### src/rtl/palindrome_checker_seq_if.sv
// ---------------------------------------------------------------------------
// palindrome_checker_seq_if
// Handshake/result bundle for palindrome_checker_seq.
//   start         : request, sampled only while the checker is idle
//   mode          : 0 = decimal digits, 1 = binary bits (latched with number)
//   number        : WIDTH-bit unsigned operand (latched on acceptance)
//   busy          : checker is working on an accepted request
//   done          : one-cycle pulse, results valid
//   is_palindrome : registered result flag
//   length        : significant digit/bit count (0 reports 1)
// master = requester side, slave = checker side.
// ---------------------------------------------------------------------------
interface palindrome_checker_seq_if #(
  parameter int WIDTH = 10
);
  localparam int LW = $clog2(WIDTH + 1);

  logic             start;
  logic             mode;
  logic [WIDTH-1:0] number;
  logic             busy;
  logic             done;
  logic             is_palindrome;
  logic [LW-1:0]    length;

  modport master (
    output start, mode, number,
    input  busy, done, is_palindrome, length
  );

  modport slave (
    input  start, mode, number,
    output busy, done, is_palindrome, length
  );
endinterface

### src/rtl/palindrome_checker_seq.sv
// ---------------------------------------------------------------------------
// palindrome_checker_seq
// Sequential palindrome check of a WIDTH-bit unsigned number. In decimal mode
// the number is converted to BCD serially (shift-add-3, one bit per cycle,
// MSB first), then significant digits are compared pairwise, one pair per
// cycle. In binary mode the significant bits are compared pairwise directly.
// Leading zeros are never part of the comparison.
// Ports:
//   clk  : clock, rising edge
//   rst  : synchronous active-high reset
//   bus  : slave side of palindrome_checker_seq_if (start/mode/number in,
//          busy/done/is_palindrome/length out, all outputs registered)
// ---------------------------------------------------------------------------
module palindrome_checker_seq #(
  parameter int WIDTH  = 10,
  parameter int DIGITS = 4
) (
  input  logic                   clk,
  input  logic                   rst,
  palindrome_checker_seq_if.slave bus
);
  localparam int LW = $clog2(WIDTH + 1);
  localparam int BW = 4 * DIGITS;

  typedef enum logic [2:0] {
    S_IDLE    = 3'd0,
    S_CONVERT = 3'd1,
    S_LENGTH  = 3'd2,
    S_COMPARE = 3'd3,
    S_DONE    = 3'd4
  } state_e;

  // One double-dabble step: correct every nibble >= 5, then shift in one bit.
  function automatic logic [BW-1:0] dd_step(input logic [BW-1:0] bcd, input logic in_bit);
    logic [BW-1:0] adj;
    adj = bcd;
    for (int k = 0; k < DIGITS; k++) begin
      if (adj[4*k +: 4] >= 4'd5) begin
        adj[4*k +: 4] = adj[4*k +: 4] + 4'd3;
      end else begin
        adj[4*k +: 4] = adj[4*k +: 4];
      end
    end
    return {adj[BW-2:0], in_bit};
  endfunction

  // Index of the highest nonzero digit/set bit plus one; a zero value gives 1.
  function automatic logic [LW-1:0] sig_len(input logic m, input logic [BW-1:0] bcd,
                                            input logic [WIDTH-1:0] v);
    logic [LW-1:0] l;
    l = LW'(1);
    if (m) begin
      for (int k = 0; k < WIDTH; k++) begin
        if (v[k]) l = LW'(k + 1);
        else      l = l;
      end
    end else begin
      for (int k = 0; k < DIGITS; k++) begin
        if (bcd[4*k +: 4] != 4'd0) l = LW'(k + 1);
        else                       l = l;
      end
    end
    return l;
  endfunction

  // Element idx of the operand: a BCD digit, or a single bit zero-extended.
  function automatic logic [3:0] elem(input logic m, input logic [BW-1:0] bcd,
                                      input logic [WIDTH-1:0] v, input logic [LW-1:0] idx);
    logic [3:0] e;
    e = 4'd0;
    if (m) begin
      for (int k = 0; k < WIDTH; k++) begin
        if (LW'(k) == idx) e = {3'b000, v[k]};
        else               e = e;
      end
    end else begin
      for (int k = 0; k < DIGITS; k++) begin
        if (LW'(k) == idx) e = bcd[4*k +: 4];
        else               e = e;
      end
    end
    return e;
  endfunction

  state_e           state_q, state_d;
  logic [WIDTH-1:0] shift_q, shift_d;   // operand; shifted out during CONVERT
  logic [BW-1:0]    bcd_q, bcd_d;
  logic             mode_q, mode_d;
  logic [LW-1:0]    cnt_q, cnt_d;       // conversion bit count, then pair index
  logic [LW-1:0]    l_q, l_d;           // significant length of current run
  logic             busy_q, busy_d;
  logic             done_q, done_d;
  logic             pal_q, pal_d;
  logic [LW-1:0]    length_q, length_d;

  logic [LW-1:0]    len_s;
  logic [LW-1:0]    hi_idx_s;
  logic [LW-1:0]    half_m1_s;
  logic [3:0]       elem_lo_s;
  logic [3:0]       elem_hi_s;
  logic             load_s;
  logic             res_s;

  assign len_s     = sig_len(mode_q, bcd_q, shift_q);
  assign hi_idx_s  = l_q - LW'(1) - cnt_q;
  assign half_m1_s = (l_q >> 1) - LW'(1);
  assign elem_lo_s = elem(mode_q, bcd_q, shift_q, cnt_q);
  assign elem_hi_s = elem(mode_q, bcd_q, shift_q, hi_idx_s);

  // Next-state, datapath and result-load logic.
  always_comb begin
    state_d = state_q;
    shift_d = shift_q;
    bcd_d   = bcd_q;
    mode_d  = mode_q;
    cnt_d   = cnt_q;
    l_d     = l_q;
    load_s  = 1'b0;
    res_s   = 1'b0;
    case (state_q)
      S_IDLE: begin
        if (bus.start) begin
          shift_d = bus.number;
          mode_d  = bus.mode;
          bcd_d   = {BW{1'b0}};
          cnt_d   = {LW{1'b0}};
          state_d = bus.mode ? S_LENGTH : S_CONVERT;
        end else begin
          state_d = S_IDLE;
        end
      end
      S_CONVERT: begin
        bcd_d   = dd_step(bcd_q, shift_q[WIDTH-1]);
        shift_d = {shift_q[WIDTH-2:0], 1'b0};
        cnt_d   = cnt_q + LW'(1);
        if (cnt_q == LW'(WIDTH - 1)) begin
          state_d = S_LENGTH;
        end else begin
          state_d = S_CONVERT;
        end
      end
      S_LENGTH: begin
        l_d   = len_s;
        cnt_d = {LW{1'b0}};
        if (len_s == LW'(1)) begin
          load_s  = 1'b1;
          res_s   = 1'b1;
          state_d = S_DONE;
        end else begin
          state_d = S_COMPARE;
        end
      end
      S_COMPARE: begin
        if (elem_lo_s != elem_hi_s) begin
          load_s  = 1'b1;
          res_s   = 1'b0;
          state_d = S_DONE;
        end else if (cnt_q == half_m1_s) begin
          load_s  = 1'b1;
          res_s   = 1'b1;
          state_d = S_DONE;
        end else begin
          cnt_d   = cnt_q + LW'(1);
          state_d = S_COMPARE;
        end
      end
      S_DONE: begin
        state_d = S_IDLE;
      end
      default: begin
        state_d = S_IDLE;
      end
    endcase
    // Outputs are registered from the next state so they line up with it.
    busy_d   = (state_d == S_CONVERT) || (state_d == S_LENGTH) || (state_d == S_COMPARE);
    done_d   = (state_d == S_DONE);
    pal_d    = load_s ? res_s : pal_q;
    length_d = load_s ? l_d : length_q;
  end

  // State, datapath and output registers with synchronous reset.
  always_ff @(posedge clk) begin
    if (rst) begin
      state_q  <= S_IDLE;
      shift_q  <= {WIDTH{1'b0}};
      bcd_q    <= {BW{1'b0}};
      mode_q   <= 1'b0;
      cnt_q    <= {LW{1'b0}};
      l_q      <= {LW{1'b0}};
      busy_q   <= 1'b0;
      done_q   <= 1'b0;
      pal_q    <= 1'b0;
      length_q <= {LW{1'b0}};
    end else begin
      state_q  <= state_d;
      shift_q  <= shift_d;
      bcd_q    <= bcd_d;
      mode_q   <= mode_d;
      cnt_q    <= cnt_d;
      l_q      <= l_d;
      busy_q   <= busy_d;
      done_q   <= done_d;
      pal_q    <= pal_d;
      length_q <= length_d;
    end
  end

  assign bus.busy          = busy_q;
  assign bus.done          = done_q;
  assign bus.is_palindrome = pal_q;
  assign bus.length        = length_q;
endmodule
### src/flat_wrapper.sv
// flat-port wrapper written by rule: the top's interface ports become plain ports
module palindrome_checker_seq_flat 
#(
  parameter int WIDTH  = 10,
  parameter int DIGITS = 4
)
  (clk, rst, bus_start, bus_mode, bus_number, bus_busy, bus_done, bus_is_palindrome, bus_length);
  palindrome_checker_seq_if #(.WIDTH(WIDTH)) bus_i ();
  input  logic clk;
  input  logic rst;
  input wire logic [$bits(bus_i.start)-1:0] bus_start;
  input wire logic [$bits(bus_i.mode)-1:0] bus_mode;
  input wire logic [$bits(bus_i.number)-1:0] bus_number;
  output wire logic [$bits(bus_i.busy)-1:0] bus_busy;
  output wire logic [$bits(bus_i.done)-1:0] bus_done;
  output wire logic [$bits(bus_i.is_palindrome)-1:0] bus_is_palindrome;
  output wire logic [$bits(bus_i.length)-1:0] bus_length;
  assign bus_i.start = bus_start;
  assign bus_i.mode = bus_mode;
  assign bus_i.number = bus_number;
  assign bus_busy = bus_i.busy;
  assign bus_done = bus_i.done;
  assign bus_is_palindrome = bus_i.is_palindrome;
  assign bus_length = bus_i.length;
  palindrome_checker_seq #(.WIDTH(WIDTH), .DIGITS(DIGITS)) u_core (.clk(clk), .rst(rst), .bus(bus_i));
endmodule
### config.mk
export PLATFORM = sky130hd
export DESIGN_NAME = palindrome_checker_seq_flat
export DESIGN_NICKNAME = d
export VERILOG_FILES = /design/src/rtl/palindrome_checker_seq_if.sv /design/src/rtl/palindrome_checker_seq.sv /design/src/flat_wrapper.sv
export SDC_FILE = /design/constraint.sdc
export NUM_CORES = 1
export LEC_CHECK = 0
export CAP_MARGIN = 20
export CORE_ASPECT_RATIO = 0.75
export CORE_MARGIN = 2
export CORE_UTILIZATION = 54
export DETAILED_ROUTE_END_ITERATION = 8
export GPL_TIMING_DRIVEN = 1
export PLACE_DENSITY = 0.87
export SYNTH_ARGS = -nofsm -noshare
export SYNTH_HDL_FRONTEND = slang
export SYNTH_SLANG_ARGS = --single-unit
### constraint.sdc
create_clock -name clk -period 3.7 [get_ports clk]
set_clock_uncertainty 0.15 [all_clocks]
set_input_delay 0.74 -clock clk [delete_from_list [all_inputs] [get_ports clk]]
set_output_delay 0.74 -clock clk [all_outputs]
set_load 0.01 [all_outputs]
# Word level (Yosys, flattened, before mapping)
# Cells that the tools add are included.
[classes]
n_addsub = 8
n_lt_le_gt_ge = 4
eq_ne = 32
n_mux = 69
reduce_logical = 13
[ops]
columns = ["operator", "n"]
rows = [
  ["4-bit two-way mux", 21],
  ["3-bit by 4-bit equality test with 1-bit output, first input constant", 8],
  ["16-bit one-hot mux with 2 select lines", 1],
  ["3-bit two-way mux", 10],
  ["1-bit two-way mux", 24],
  ["10-bit one-hot mux with 2 select lines", 1],
  ["2-bit by 4-bit equality test with 1-bit output, first input constant", 4],
  ["4-bit equality test, first input constant", 4],
  ["4-bit by 3-bit greater-or-equal comparator with 1-bit output, second input constant", 4],
  ["16-bit two-way mux", 1],
  ["4-bit one-hot mux with 4 select lines", 1],
  ["4-bit nonzero test", 4],
  ["4-bit by 2-bit adder with 4-bit output, second input constant", 3],
  ["3-bit by 2-bit equality test with 1-bit output, second input constant", 4],
  ["2-bit two-way mux", 6],
  ["3-bit one-hot mux with 4 select lines", 1],
  ["10-bit two-way mux", 1],
  ["1-bit by 4-bit equality test with 1-bit output, first input constant", 2],
  ["4-bit logical NOT", 2],
  ["3-bit by 1-bit equality test with 1-bit output, second input constant", 2],
  ["2-bit != test, second input constant", 3],
  ["4-bit by 1-bit adder with 4-bit output, second input constant", 1],
  ["4-bit by 1-bit equality test with 1-bit output, second input constant", 1],
  ["4-bit equality test", 1],
  ["other kinds (13)", 16],
]
[word_totals]
reg_bits = 45
output_inout_bits = 7

# Logic depth before layout (Yosys ltp)
# Gate-level depths: netlist of run 1.
[logic_depth]
word_depth = 20
depth_mapped = 13
depth_no_buf = 11

# Worst setup path after synthesis of run 1
# No wires, ideal clock.
[synth_path]
kind = "register to register"
from = "register u_core.cnt_q[0]"
to = "register u_core.length_q[1], in the netlist u_core.bus.length[1]"
setup_ns = 0.116
arrival_time_ns = 3.339
t_required_ns = 3.434
slack_ns = 0.095
stages_incl_launch_ff = 13
path_buffers = 2
path_cell_list = "dfxtp_1 -> inv_1 -> ha_1 -> fa_1 -> clkbuf_1 -> mux4_2 -> o2111ai_1 -> a31oi_4 -> xor2_2 -> a31o_2 -> buf_2 -> and3_1 -> a41o_1"
[synth_via]
elab_chain_len = 16
[synth_lines]
columns = ["element", "line", "rtl"]
rows = [
  ["start, declared", "palindrome_checker_seq.sv:89", "logic [LW-1:0] cnt_q, cnt_d;"],
  ["start signal, assigned", "palindrome_checker_seq.sv:188", "cnt_q <= {LW{1'b0}};"],
  ["start signal, assigned", "palindrome_checker_seq.sv:199", "cnt_q <= cnt_d;"],
  ["4-bit subtractor", "palindrome_checker_seq.sv:105", "assign hi_idx_s = l_q - LW'(1) - cnt_q;"],
  ["4-bit logical NOT", "palindrome_checker_seq.sv:73, palindrome_checker_seq.sv:78", ""],
  ["1-bit two-way mux (10 in series)", "palindrome_checker_seq.sv:73", "if (LW'(k) == idx) e = {3'b000, v[k]};"],
  ["4-bit two-way mux", "palindrome_checker_seq.sv:71", "if (m) begin"],
  ["4-bit != test", "palindrome_checker_seq.sv:154", "if (elem_lo_s != elem_hi_s) begin"],
  ["1-bit two-way mux *", "palindrome_checker_seq.sv:154", ""],
  ["1-bit one-hot mux with 2 select lines *", "palindrome_checker_seq.sv:120", "case (state_q)"],
  ["end signal, assigned", "palindrome_checker_seq.sv:193", "length_q <= {LW{1'b0}};"],
  ["end signal, assigned", "palindrome_checker_seq.sv:204", "length_q <= length_d;"],
  ["end, declared", "palindrome_checker_seq.sv:94", "logic [LW-1:0] length_q, length_d;"],
]
# Every way passes the cells marked *; elsewhere a longest branch is shown, timed or not.
# A chain may end at the register's enable or synchronous reset.

# Worst setup path in the final report of run 1
[layout_path]
from = "register u_core.cnt_q[1]"
to = "register u_core.cnt_q[0]"
[layout_via]
elab_chain_len = 16
[layout_lines]
columns = ["element", "line"]
rows = [
  ["4-bit subtractor", "palindrome_checker_seq.sv:105"],
  ["4-bit logical NOT", "palindrome_checker_seq.sv:73, palindrome_checker_seq.sv:78"],
  ["1-bit two-way mux (10 in series)", "palindrome_checker_seq.sv:73"],
  ["4-bit two-way mux", "palindrome_checker_seq.sv:71"],
  ["4-bit != test", "palindrome_checker_seq.sv:154"],
  ["2-bit != test (no source line)", "n/a"],
  ["4-bit AND reduction (no source line) *", "n/a"],
]
# Marked as above.

==> parameters.txt, run 1 <==
Parameter                              Value

Floorplan
  Std cell rows    23
  I/O pin cnt    21
  CORE AREA    5410 um^2
  Die area    roughly 6300 um^2
  Initial cell density of the core    a little under three fifths
  Die Span Y    between 60 and 70 um
  Width of the die    about 91 um

Global route
  Number of global-route vias before repair    2749
  Overflow left after global routing    0
  Largest net degree at the start of global routing    40
  GRT Util Overall    between 20 and 30%
  Global-route wire length before repair    approximately 13 mm
  Initial antenna violation count    0

Setup path
  Maximum fanout along the worst path    8
  Startpoint Class    register
  Category of the worst setup path capture point    register
  Arrival time at the worst endpoint    roughly 3600 ps
  Slowest stage cell, crit path    sky130_fd_sc_hd__fa_1
  Crit Path Category    register to register
  Cells along the critical path    inv_1 -> fa_1 -> mux4_2 -> o2111ai_1 -> a31oi_4 -> xor2_2 -> a31oi_2 -> or4b_1 -> a21oi_1
  Critical Path Max Stage Delay    around 600 ps
  Data required, critical path    about 3800 ps

Clocking
  Clock latency on the worst-skew pair    ~300 ps
  Root Buffer Master    sky130_fd_sc_hd__clkbuf_8
  Max clock buf depth    2
  Clk pin slew, worst setup/hold paths    ~90 ps
  Number of clock sinks    45
  Clock tree from TritonCTS    built
  H-tree depth    2
  Inserted Clock Buffers    5
  Postcts setup bufs    0

Synthesis
  Library cell occupying the most area in the post-synthesis netlist    sky130_fd_sc_hd__dfxtp_1
  Portion of the post-synthesis area used by sequential elements    29.3%
  Synth top cells by count    45 x sky130_fd_sc_hd__dfxtp_1, 45 x sky130_fd_sc_hd__nor2_1, 30 x sky130_fd_sc_hd__a21oi_1
  Number of instances in the synthesized netlist    380
  Ys async rst share    0%
  YS warnings    0
  Mapped Area    ~3100 um^2
  Number of flops mapped to enable cells by yosys    0
  Synthesized area per cell    8.08 um^2
  Synth area leaders    sky130_fd_sc_hd__dfxtp_1 29%, sky130_fd_sc_hd__ha_1 6.9%, sky130_fd_sc_hd__nor2_1 5.5%, sky130_fd_sc_hd__a21oi_1 4.9%, sky130_fd_sc_hd__mux4_2 4.4%
  Flip-flop and latch count after synthesis    45
  Nets in the synthesized netlist    around 410
  Main flop type after synthesis    sky130_fd_sc_hd__dfxtp_1
  Top-area cell type share of the netlist area    just under 30%
  Unique cell type count in the Yosys netlist    between 50 and 60

Job
  Max-cap violation count    0

Cells and area
  Post-Route Utilization    ~64%
  P&R area growth vs syn    12.7%
  Fraction of layout instances using a drive strength above 1    under 10%
  Number of diodes added for antenna fixing    0
  Net count, final    roughly 430

STA
  Max-Slew Margin vs Limit    between 20% and 30%
  Final-report setup violation count    0
  Final worst path period share    a little over nine tenths
  Maximum operating frequency    ~0.28 GHz
  Minimum clock period    3520 ps
  Final Max Tran Viols    0
  Final count of hold timing violations    0
  Slew @ Worst Pin    1130 ps

Placed design
  HPWL after detailed placement    about 5.7 mm
  Count of input and output buffers    20
  Placer Congestion    roughly 0.93

Route
  Via-to-Cell Ratio    around 6.3
  DRC violations left    0
  Routed wire length    around 8.0 mm
  Post-route ant nets    0
  Detailed Routing Iterations Pass 1    5
  DR vias    just under 3k
  Wirelength per Cell    ~17 um
  Starting DRC count in detailed routing    ~320

Power
  Pwr Total    approximately 1.3 mW
  Areal power density over the cells    365 nW/um^2
  Largest vdd supply drop    0.000250 V
  Static Leak    1.25 nW

Min path
  Class of the most critical hold timing path    register to register

Run status
  Outcome    finished, final reports clean
-- cell usage in the layout (no fill, tap or decap), types with 4 or more instances in the layout --
cell type                         instances
sky130_fd_sc_hd__a211oi_1                13
sky130_fd_sc_hd__dfxtp_1                 45
sky130_fd_sc_hd__ha_1                    16
sky130_fd_sc_hd__a21oi_1                 30
sky130_fd_sc_hd__xnor2_1                  7
sky130_fd_sc_hd__nand2_1                 21
sky130_fd_sc_hd__a22oi_1                 14
sky130_fd_sc_hd__clkdlybuf4s50_1         20
sky130_fd_sc_hd__nand3_1                 12
sky130_fd_sc_hd__nand2b_1                 6
sky130_fd_sc_hd__nor2b_1                 10
sky130_fd_sc_hd__mux2i_1                 10
sky130_fd_sc_hd__nand3b_1                 4
sky130_fd_sc_hd__buf_4                    9
sky130_fd_sc_hd__clkbuf_8                 5
sky130_fd_sc_hd__o21ai_0                 20
sky130_fd_sc_hd__inv_1                   22
sky130_fd_sc_hd__nor2_1                  45
sky130_fd_sc_hd__mux4_2                   6
sky130_fd_sc_hd__nor3_1                  12
sky130_fd_sc_hd__xor2_1                   8
sky130_fd_sc_hd__a31oi_1                  4
-- stage by stage --
stage / cells / setup WS (ps) / instance area [um^2] / setup TNS (ps) / hold WS, ps
final: 469 / 182 / 3460 / 0 / 316
after global routing: 469 / -1.05 / 3460 / -1.05 / 350
after CTS: 469 / 255 / 3460 / 0 / 319
after detailed placement: 461 / 296 / 3350 / 0 / 309
after global placement: 461 / 397 / 3350 / 0 / 299
after floorplan: 380 / 94.8 / 3070 / 0 / 322
-- worst paths after layout --
path	cells after the start	to	startpoint	slack [ps]
worst max-delay path	9	u_core.cnt_q[0]	u_core.cnt_q[1]	180
worst min register to register	2	u_core.bus.length[3]	u_core.bus.length[3]	320
worst max register to register	9	u_core.cnt_q[0]	u_core.cnt_q[1]	180
worst min-delay path	2	u_core.bus.length[3]	u_core.bus.length[3]	320
-- registers in the layout, indices dropped and copies added (netlist names) --
register and cells:
u_core.bus.done 1, u_core.l_q 4, u_core.cnt_q 4, u_core.mode_q 1
u_core.bus.length 4, u_core.shift_q 10, u_core.bcd_q 16, u_core.bus.busy 1
u_core.bus.is_palindrome 1, u_core.state_q 3
-- cells by family after synthesis --
logic type | synth area share, %
adders and majority gates | 7.58
muxes | 7.66
DFF | 29.3
buffers and inverters | 5.62
xor gates and xnor gates | 4.81
and+or+nand+nor | 20.6
AOI/OAI and AO/OA | 24.4
-- worst max-delay path, delay by kind of cell (launching register included) --
kind / cells / cell delay (ps)
adders and majority gates: 1 / 590
and+or+nand+nor: 1 / 500
xor gates and xnor gates: 1 / 270
AOI/OAI and AO/OA: 4 / 780
DFF: 1 / 470
buffers and inverters: 1 / 160
muxes: 1 / 520
-- what timing repair did --
action | in CTS | in global routing
setup endpoints to repair | 0 | 2
resized for setup | 0 | 1
hold buffers | 0 | 0
-- final cells by class --
type                            count  area [um^2]
Clock buffer                        6         72.6
Clock inverter                      2         38.8
Fill cell                         484         1950
Inverter                           22         82.6
Multi-Input combinational cell    290         2010
Sequential cell                    45          901
Tap cell                           75         93.8
Timing Repair Buffer               29          268
-- power by group --
group | switching, mW | internal (mW)
logic | 0.183 | 0.142
registers | 0.0483 | 0.513
clock network | 0.175 | 0.203
-- metal layers --
metal  routed length, um  track usage, %  vias up
li1                    -               -     1389
met1                3700            37.3     1409
met2                3500            37.4      144
met3                 603            5.00       26
met4                 223            11.4        0
met5                   0               0        -
(Power assumes the default switching activity.)
==> inputs of run 2 (changes only) <==
--- a/config.mk
+++ b/config.mk
@@ -7,11 +7,11 @@
 export LEC_CHECK = 0
 export CAP_MARGIN = 20
 export CORE_ASPECT_RATIO = 0.75
-export CORE_MARGIN = 2
-export CORE_UTILIZATION = 54
+export CORE_MARGIN = 3
+export CORE_UTILIZATION = 59
 export DETAILED_ROUTE_END_ITERATION = 8
 export GPL_TIMING_DRIVEN = 1
-export PLACE_DENSITY = 0.87
+export PLACE_DENSITY = 0.9
 export SYNTH_ARGS = -nofsm -noshare
 export SYNTH_HDL_FRONTEND = slang
 export SYNTH_SLANG_ARGS = --single-unit
==> constraint.sdc (replaced) <==
create_clock -name clk -period 3.6 [get_ports clk]
set_clock_uncertainty 0.15 [all_clocks]
set_input_delay 0.72 -clock clk [delete_from_list [all_inputs] [get_ports clk]]
set_output_delay 0.72 -clock clk [all_outputs]
set_load 0.01 [all_outputs]
==> run 2 against run 1 <==
  * Cell area is 0.11% higher
  * Worst hold slack better by 1.4 ps
  * Largest power group unchanged
  * Setup slack got worse by 16 ps
  * Combinational power rose by 4%
  * Cell count down 2.3%
  * Critical endpoint unchanged
  * Sequential share of layout area hardly changed
  * Highest routed layer unchanged
==> parameters.txt, run 2 (synthesis gave the netlist of run 1 again) <==
Parameter                              Value

Run status
  Outcome    finished, final reports clean

Cells and area
  Register with the most flip-flops    u_core.bcd_q
  Max reg flops    16
  Final design instance area without fill    ~3500 um^2
  Net count, final    429
  Fraction of layout instances using a drive strength above 1    between 10% and 20%
  P&R area growth vs syn    12.9%
  Registers with the most flip-flops    u_core.bcd_q: 16 flops, u_core.shift_q: 10 flops
  Commonest cells after routing, fill and taps aside    45 x sky130_fd_sc_hd__nor2_1, 45 x sky130_fd_sc_hd__dfxtp_1, 30 x sky130_fd_sc_hd__a21oi_1
  Number of diodes added for antenna fixing    0
  Post-route non-filler standard cell count    ~460

Floorplan
  I/O pin cnt    21
  Initial cell density of the core    62.0%
  Width of the die    about 89 um
  Std cell rows    22
  CORE AREA    between 4000 and 5000 um^2
  Die Span Y    roughly 68 um
  Die area    6120 um^2

Setup path
  Arrival time at the worst endpoint    3530 ps
  Category of the worst setup path capture point    register
  Maximum fanout along the worst path    8
  Crit Path Category    register to register
  Critical R2R Capture    u_core.cnt_q[0]
  Reg-to-reg startpoint    u_core.cnt_q[0]
  Startpoint Class    register
  Reg2reg path depth    12
  Worst reg2reg setup slack    roughly 170 ps
  Data required, critical path    between 3000 and 4000 ps

Route
  Starting DRC count in detailed routing    409
  DRC violations left    0
  Post-route ant nets    0
  DR vias    between 2k and 3k
  Routed wire length    about 8.1 mm
  Via-to-Cell Ratio    ~6.5
  Wirelength per Cell    17.6 um
  Detailed Routing Iterations Pass 1    5

Clocking
  Number of clock sinks    45
  Root Buffer Master    sky130_fd_sc_hd__clkbuf_8
  H-tree depth    2
  Inserted Clock Buffers    5
  Clock latency on the worst-skew pair    310 ps
  Clock tree from TritonCTS    built
  Max clock buf depth    2
  Number of buffers inserted by hold repair at cts    0
  Clk pin slew, worst setup/hold paths    ~90 ps

Placed design
  HPWL after detailed placement    between 5 and 6 mm
  Total placed cells including tap cells    roughly 450
  Placed Instance Area    3350 um^2
  Count of input and output buffers    20
  Placer Congestion    ~1

Global route
  Largest net degree at the start of global routing    41
  Overflow left after global routing    0
  GRT Util Overall    between 20 and 30%
  Initial antenna violation count    0
  Number of global-route vias before repair    roughly 2.6k
  Global-route wire length before repair    between 10 and 15 mm

STA
  Sum Neg Setup Slack    0 ps
  Maximum operating frequency    0.291 GHz
  Slew @ Worst Pin    1040 ps
  Minimum clock period    ~3400 ps
  Final-report setup violation count    0
  Final count of hold timing violations    0
  Final worst path period share    95.4%
  Max-Slew Margin vs Limit    30.8%
  RSZ-0062 raised after global routing    no
  Final Max Tran Viols    0

Power
  Areal power density over the cells    367 nW/um^2
  Pwr Total    around 1.3 mW
  Static Leak    ~1.3 nW
  Largest vdd supply drop    between 0.0002 and 0.0003 V

Min path
  Class of the most critical hold timing path    register to register
  Worst min-delay path endpoint    u_core.bus.length[2]
  Number of cells traversed by the worst hold path    2
  Hold wc startpoint    u_core.bus.length[2]

Job
  Max-cap violation count    0
[run 2: cell count changes in the layout (fill, tap and decap cells not counted), sizes merged]
cell	previous run	this run
buf	9	13
bufinv	1	0
inv	22	23
[run 2: worst max-delay path, cell delays in order (launching register included)]
cell and delay [ps]:
sky130_fd_sc_hd__dfxtp_1 360, sky130_fd_sc_hd__inv_1 110, sky130_fd_sc_hd__ha_1 220, sky130_fd_sc_hd__fa_1 390, sky130_fd_sc_hd__xnor2_1 250, sky130_fd_sc_hd__buf_4 200, sky130_fd_sc_hd__nand2_1 50, sky130_fd_sc_hd__or4_4 440
sky130_fd_sc_hd__a31oi_4 170, sky130_fd_sc_hd__xor2_2 180, sky130_fd_sc_hd__a31oi_2 180, sky130_fd_sc_hd__or4b_1 530, sky130_fd_sc_hd__a21oi_1 140
[run 2: cell type report]
cell class              instances  area (um^2)
flip-flops and latches         45          901
repair buffers                 33          298
clock buffers                   6         82.6
multi-input cells             290         2010
clock inverters                 2         17.5
well taps                      60         75.1
inverters                      22         82.6
fillers                       374         1490
[run 2: power breakdown]
group / leakage (nW) / switching (mW) / total [mW] / internal (mW)
Sequential: 0.366 / 0.0517 / 0.580 / 0.528
Clock: 0.0518 / 0.196 / 0.356 / 0.160
Combinational: 0.847 / 0.189 / 0.337 / 0.148
[run 2: metal layers]
| metal | vias to the layer above | track usage (%) | wire length (um) |
|---|---|---|---|
| met5 | - | 0 | 0 |
| met4 | 0 | 7.99 | 107 |
| met3 | 13 | 6.26 | 819 |
| met2 | 171 | 41.7 | 3660 |
| met1 | 1403 | 37.5 | 3480 |
| li1 | 1405 | - | - |
[run 2: timing repair]
action                                  4_1_cts  5_1_grt
resized for setup                             0        1
buffers inserted                              0        1
endpoints found under the setup margin        0        2
[run 2: worst max-delay path by stage]
stage | from | endpoint | slack, ps | depth (start not counted)
finish | u_core.cnt_q[0] | u_core.cnt_q[0] | 170 | 12
global route | u_core.cnt_q[0] | u_core.cnt_q[2] | 20 | 12
floorplan | u_core.cnt_q[0] | u_core.bus.length[1] | 130 | 12
detailed placement | u_core.cnt_q[0] | u_core.cnt_q[2] | 180 | 10
global placement | u_core.cnt_q[0] | u_core.cnt_q[2] | 320 | 10
CTS | u_core.cnt_q[0] | u_core.cnt_q[2] | 140 | 12
[run 2: metrics by stage]
step                utilization, %  worst slack (ps)  hold slack, ps
floorplan                        -               128             322
global placement              67.7               320             307
detailed placement            67.7               184             309
CTS                           69.7               140             323
global route                  70.0              23.2             365
finish                        70.0               166             317
==> inputs of run 3 (changes only) <==
--- a/config.mk
+++ b/config.mk
@@ -8,10 +8,11 @@
 export CAP_MARGIN = 20
 export CORE_ASPECT_RATIO = 0.75
 export CORE_MARGIN = 3
-export CORE_UTILIZATION = 59
+export CORE_UTILIZATION = 60
+export CTS_BUF_LIST = sky130_fd_sc_hd__clkbuf_4 sky130_fd_sc_hd__clkbuf_8
 export DETAILED_ROUTE_END_ITERATION = 8
 export GPL_TIMING_DRIVEN = 1
-export PLACE_DENSITY = 0.9
+export PLACE_DENSITY = 0.91
 export SYNTH_ARGS = -nofsm -noshare
 export SYNTH_HDL_FRONTEND = slang
 export SYNTH_SLANG_ARGS = --single-unit
==> run 3 against run 2 <==
  * Sequential power hardly changed
  * Via count up 0.70%
  * First-iteration DRC count down 17%
  * Critical path depth shrank 1
  * Wire length up 3.8%
  * Worst hold slack got worse by 5.8 ps
  * Non-clock buffer count down 3
  * Power increased by 3.9%
  * Fmax down 0.66%
  * Highest routed layer unchanged
==> parameters.txt, run 3 (synthesis gave the netlist of run 1 again) <==
Parameter                              Value

Clocking
  H-tree depth    2
  Number of clock sinks    45
  Clock latency on the worst-skew pair    310 ps
  Root Buffer Master    sky130_fd_sc_hd__clkbuf_8
  Max clock buf depth    2
  Inserted Clock Buffers    5
  Clock tree from TritonCTS    built
  Clk pin slew, worst setup/hold paths    90 ps
  Number of buffers inserted by hold repair at cts    0

Setup path
  Reg-to-reg startpoint    u_core.cnt_q[1]
  Worst reg2reg setup slack    ~140 ps
  Cells along the critical path    inv_1 -> ha_1 -> a21o_1 -> a21oi_2 -> xnor2_1 -> or4_4 -> a31oi_4 -> xor2_2 -> a31oi_2 -> or4b_1 -> a21oi_1
  Critical Path Max Stage Delay    approximately 570 ps
  Startpoint Class    register
  Crit Path Category    register to register
  Reg2reg path depth    11
  Data required, critical path    3690 ps
  Arrival time at the worst endpoint    around 3500 ps
  Maximum fanout along the worst path    8
  Slowest stage cell, crit path    sky130_fd_sc_hd__or4_4
  Family with the most delay on the worst path    simple AND/OR/NAND/NOR gates
  Category of the worst setup path capture point    register
  Critical R2R Capture    u_core.cnt_q[0]
  Critical path buffers and inverters    1

Global route
  Overflow left after global routing    0
  Number of global-route vias before repair    2679
  GRT Util Overall    ~29%
  Global-route wire length before repair    between 10 and 15 mm
  Largest net degree at the start of global routing    40
  Initial antenna violation count    0

Floorplan
  Die area    between 6000 and 7000 um^2
  CORE AREA    between 4000 and 5000 um^2
  Width of the die    between 80 and 90 um
  Std cell rows    21
  Initial cell density of the core    65.3%
  I/O pin cnt    21
  Die Span Y    around 68 um

Placed design
  Placer Congestion    ~0.94
  HPWL after detailed placement    around 5.9 mm
  Place WS    ~130 ps
  Placed Instance Area    3330 um^2
  Count of input and output buffers    20

Min path
  Class of the most critical hold timing path    register to register
  Worst min-delay path endpoint    u_core.bus.length[2]
  Number of cells traversed by the worst hold path    2
  Hold wc startpoint    u_core.bus.length[2]

Route
  DR vias    3013
  Detailed Routing Iterations Pass 1    5
  Starting DRC count in detailed routing    341
  Via-to-Cell Ratio    between 6 and 7
  Post-route ant nets    0
  Wirelength per Cell    18.5 um
  Routed wire length    roughly 8.4 mm
  DRC violations left    0

Cells and area
  Registers with the most flip-flops    u_core.bcd_q: 16 flops, u_core.shift_q: 10 flops
  Register cell area after layout    ~900 um^2
  Max reg flops    16
  Net count, final    ~430
  Filler Cell Count    351
  Commonest cells after routing, fill and taps aside    45 x sky130_fd_sc_hd__nor2_1, 44 x sky130_fd_sc_hd__dfxtp_1, 30 x sky130_fd_sc_hd__a21oi_1
  P&R area growth vs syn    12.9%
  Most common cell after layout, fill and taps aside    sky130_fd_sc_hd__nor2_1
  Final design instance area without fill    ~3500 um^2
  Number of diodes added for antenna fixing    0
  Area taken by multi-input logic gates    about 2000 um^2
  Register with the most flip-flops    u_core.bcd_q
  Fraction of layout instances using a drive strength above 1    between 10% and 20%

STA
  Final Max Tran Viols    0
  Maximum operating frequency    about 0.29 GHz
  Final-report setup violation count    0
  Final worst path period share    between 90% and 100%
  Sum Neg Setup Slack    0 ps
  Minimum clock period    ~3500 ps
  Max-Slew Margin vs Limit    between 30% and 40%
  Slew @ Worst Pin    between 900 and 1000 ps
  Final count of hold timing violations    0
  Worst path setup slack after routing    between 100 and 150 ps

Run status
  Outcome    finished, final reports clean

Power
  Areal power density over the cells    between 300 and 400 nW/um^2
  Static Leak    roughly 1.3 nW
  Largest vdd supply drop    around 0.00027 V

Job
  Max-cap violation count    0
[run 3: worst max path at each step]
stage / start / to / slack, ps / cells after the start
finish: u_core.cnt_q[1] / u_core.cnt_q[0] / 140 / 11
global route: u_core.cnt_q[0] / u_core.cnt_q[2] / -20 / 11
CTS: u_core.cnt_q[1] / u_core.cnt_q[0] / 60 / 10
detailed placement: u_core.cnt_q[1] / u_core.cnt_q[0] / 130 / 11
global placement: u_core.cnt_q[0] / u_core.cnt_q[2] / 320 / 10
floorplan: u_core.cnt_q[0] / u_core.bus.length[1] / 130 / 12
[run 3: per-stage QoR]
stage / hold slack (ps) / utilization, % / power (mW) / instances
6_report: 312 / 73.7 / 1.32 / 452
5_1_grt: 344 / 73.7 / 1.37 / 452
2_1_floorplan: 322 / - / 0.809 / 380
4_1_cts: 312 / 73.3 / 1.30 / 452
3_3_place_gp: 297 / 70.9 / 0.900 / 444
3_5_place_dp: 300 / 70.9 / 0.915 / 444
[run 3: cell type report]
cell class | instances | share of cell area, %
Clock inverter | 3 | 1.33
Clock buffer | 5 | 1.98
Tap cell | 57 | 2.06
Timing Repair Buffer | 30 | 7.94
Sequential cell | 45 | 26.0
Multi-Input combinational cell | 290 | 58.3
Inverter | 22 | 2.38
[run 3: what timing repair did]
item / in CTS / in global routing
setup endpoints to repair: 0 / 7
buffers inserted: 0 / 0
resized for setup: 0 / 5
[run 3: power breakdown]
group / switching (mW) / leakage, nW / total, mW / internal (mW)
clock network: 0.189 / 0.0543 / 0.397 / 0.208
logic: 0.195 / 0.838 / 0.344 / 0.149
registers: 0.0530 / 0.366 / 0.581 / 0.528
[run 3: routing by layer]
| layer | wire length (um) | track usage (%) | vias up |
|---|---|---|---|
| met4 | 254 | 10.2 | 0 |
| met2 | 3660 | 44.4 | 186 |
| li1 | - | - | 1401 |
| met3 | 886 | 7.58 | 36 |
| met1 | 3570 | 38.4 | 1390 |
| met5 | 0 | 0 | - |
[run 3: worst register-to-register path: cells and delay by family, from the launching register on]
kind,cells,cell delay [ps]
buffers and inverters,1,130
flip-flops,1,390
AND/OR/NAND/NOR,2,1080
adder cells (fa/ha/maj),1,300
AO/OA/AOI/OAI,5,900
XOR/XNOR,2,430
==> patch, RTL diff (flow settings as in run 1) <==
`DIGITS` is set to 4 in 2 places; all go to 6.
--- a/src/rtl/palindrome_checker_seq.sv
+++ b/src/rtl/palindrome_checker_seq.sv
@@ -14,5 +14,5 @@
 module palindrome_checker_seq #(
   parameter int WIDTH  = 10,
-  parameter int DIGITS = 4
+  parameter int DIGITS = 6
 ) (
   input  logic                   clk,
--- a/src/flat_wrapper.sv
+++ b/src/flat_wrapper.sv
@@ -3,5 +3,5 @@
 #(
   parameter int WIDTH  = 10,
-  parameter int DIGITS = 4
+  parameter int DIGITS = 6
 )
   (clk, rst, bus_start, bus_mode, bus_number, bus_busy, bus_done, bus_is_palindrome, bus_length);
Formal check against the unedited RTL: no difference found for any inputs over 10 cycles, from zero or initial values and one cycle with rst high; that may be too few to reach the edited logic, so the function may still have changed.
==> patch against run 1 <==
Power rose by 11%. Worst hold slack better by 0.047 ns. Final area grew 21%. Sequential cell count is 8 higher. Wire length increased by 27%. Worst setup slack got worse by 0.0041 ns. Area after synthesis rose by 24%. Critical path type unchanged.
==> patch: results (changes against run 1) <==
- Regs by FF count: u_core.bcd_q: 24 flops, u_core.shift_q: 10 flops
- Arrival @ worst endpoint: 3.63 ns (+0.03 ns)
- Hold path startpoint: u_core.bus.length[1]
- Post-layout util: 61.5% (-2.5 points)
- First-pass GRT wire length: 16,700 um (+25%)
- Worst VDD drop: 0.164 mV (-34%)
- All-Layer GR Usage: 27.1% (+1.3 points)
- Max-Slew Margin vs Limit: 26.2% (+1.4 points)
- Worst R2R Start: u_core.cnt_q[0]
- Starting DRT DRC Count: 300 (-4.8%)
- Syn Nets: 519 (+26%)
- M1 WL: 4520 um (+22%)
- Vias in the first global route: 3,314 (+21%)
- Crit path to: u_core.cnt_q[3]
- Avg WL per Cell: 17.7 um (+3.6%)
- Worst r2r path cells: 12 (+3)
- Met2 routed WL: 4530 um (+30%)
- Crit-path max FO: 7 (-1)
- Synth top cells by count: 60 x nor2_1, 53 x dfxtp_1, 44 x a21oi_1
- Status: finished clean
- Ys Warns: 0 (unchanged)
- CTS clk-pin slew, worst paths: 0.11 ns (+0.02 ns)
- Area contributors post-synth: dfxtp_1 28%, ha_1 7.2%, nor2_1 5.9%
- DR vias: 3,713 (+25%)
- Share of cells above drive strength 1: 8.92% (+0.042 points)
- Largest net degree at the start of global routing: 52 (+30%)
- Final Wtd Congestion: 0.986 (+5.9%)
- Dpl cell area: 4070 um2 (+21%)
- Sequential area share after synthesis: 27.9% (-1.4 points)
- LEAKAGE: 0.00151 uW (+21%)
- HPWL Detailed: 7320 um (+29%)
- Top_reg_cell synth: dfxtp_1
-- patch: cell count changes in the layout (fill, tap and decap cells not counted), sizes merged, moves of 5 or more --
cell and delta:
mux2i +5, nand2b +5, nand2 +16, o21ai +11, nor3 +5, ha +5
dfxtp +8, a21oi +13, nor2 +15
-- patch: per-stage QoR --
stage                     setup slack [ns]  instances
final                                0.178        577
after global routing               -0.0334        577
after CTS                           0.0391        575
after detailed placement            0.0688        567
after global placement               0.302        567
after floorplan                      0.258        482
-- patch: worst min path at each step --
stage / to / slack [ns] / cells after the start
6_report: u_core.bus.length[1] / 0.36 / 1
5_1_grt: u_core.bus.length[1] / 0.38 / 1
4_1_cts: u_core.bus.length[1] / 0.36 / 1
3_5_place_dp: u_core.bus.length[1] / 0.34 / 1
3_3_place_gp: u_core.bus.length[1] / 0.32 / 1
2_1_floorplan: u_core.l_q[0] / 0.30 / 2
-- patch: repair_timing --
item,4_1_cts,5_1_grt
hold buffers,0,0
endpoints found under the setup margin,0,11
resized for setup,0,4
buffers inserted,0,2
-- patch: worst max-delay path, stage by stage, from the launching register on --
cell	delay, ns
dfxtp_1	0.44
inv_1	0.13
ha_2	0.21
fa_2	0.43
xor2_4	0.25
a21oi_1	0.07
o22a_1	0.20
a211o_1	0.33
a31oi_4	0.25
xor2_4	0.13
o311a_1	0.41
nor3_2	0.23
mux2i_1	0.22
-- patch: area by class of cell --
type | count | area share, %
inverters | 24 | 2.14
well taps | 84 | 2.50
clock inverters | 3 | 0.596
repair buffers | 30 | 6.43
multi-input cells | 378 | 61.4
flip-flops and latches | 53 | 25.3
clock buffers | 5 | 1.64
-- patch: cell families after synthesis --
logic type,Yosys count,synth area share (%)
AND/OR/NAND/NOR,168,21.2
AO/OA/AOI/OAI,151,26.9
flip-flops,53,27.9
buffers and inverters,51,5.13
adder cells (fa/ha/maj),23,7.76
XOR/XNOR,18,5.43
multiplexers,18,5.72
-- patch: where the power goes --
group	switching [uW]	total, uW	internal (uW)
clock network	222	361	139
logic	230	386	157
registers	51.6	652	600
total	504	1400	895
-- patch: layer usage --
layer | track usage, % | vias to the layer above
li1 | - | 1758
met1 | 38.9 | 1748
met2 | 41.2 | 185
met3 | 5.56 | 22
met4 | 7.70 | 0
met5 | 0 | -
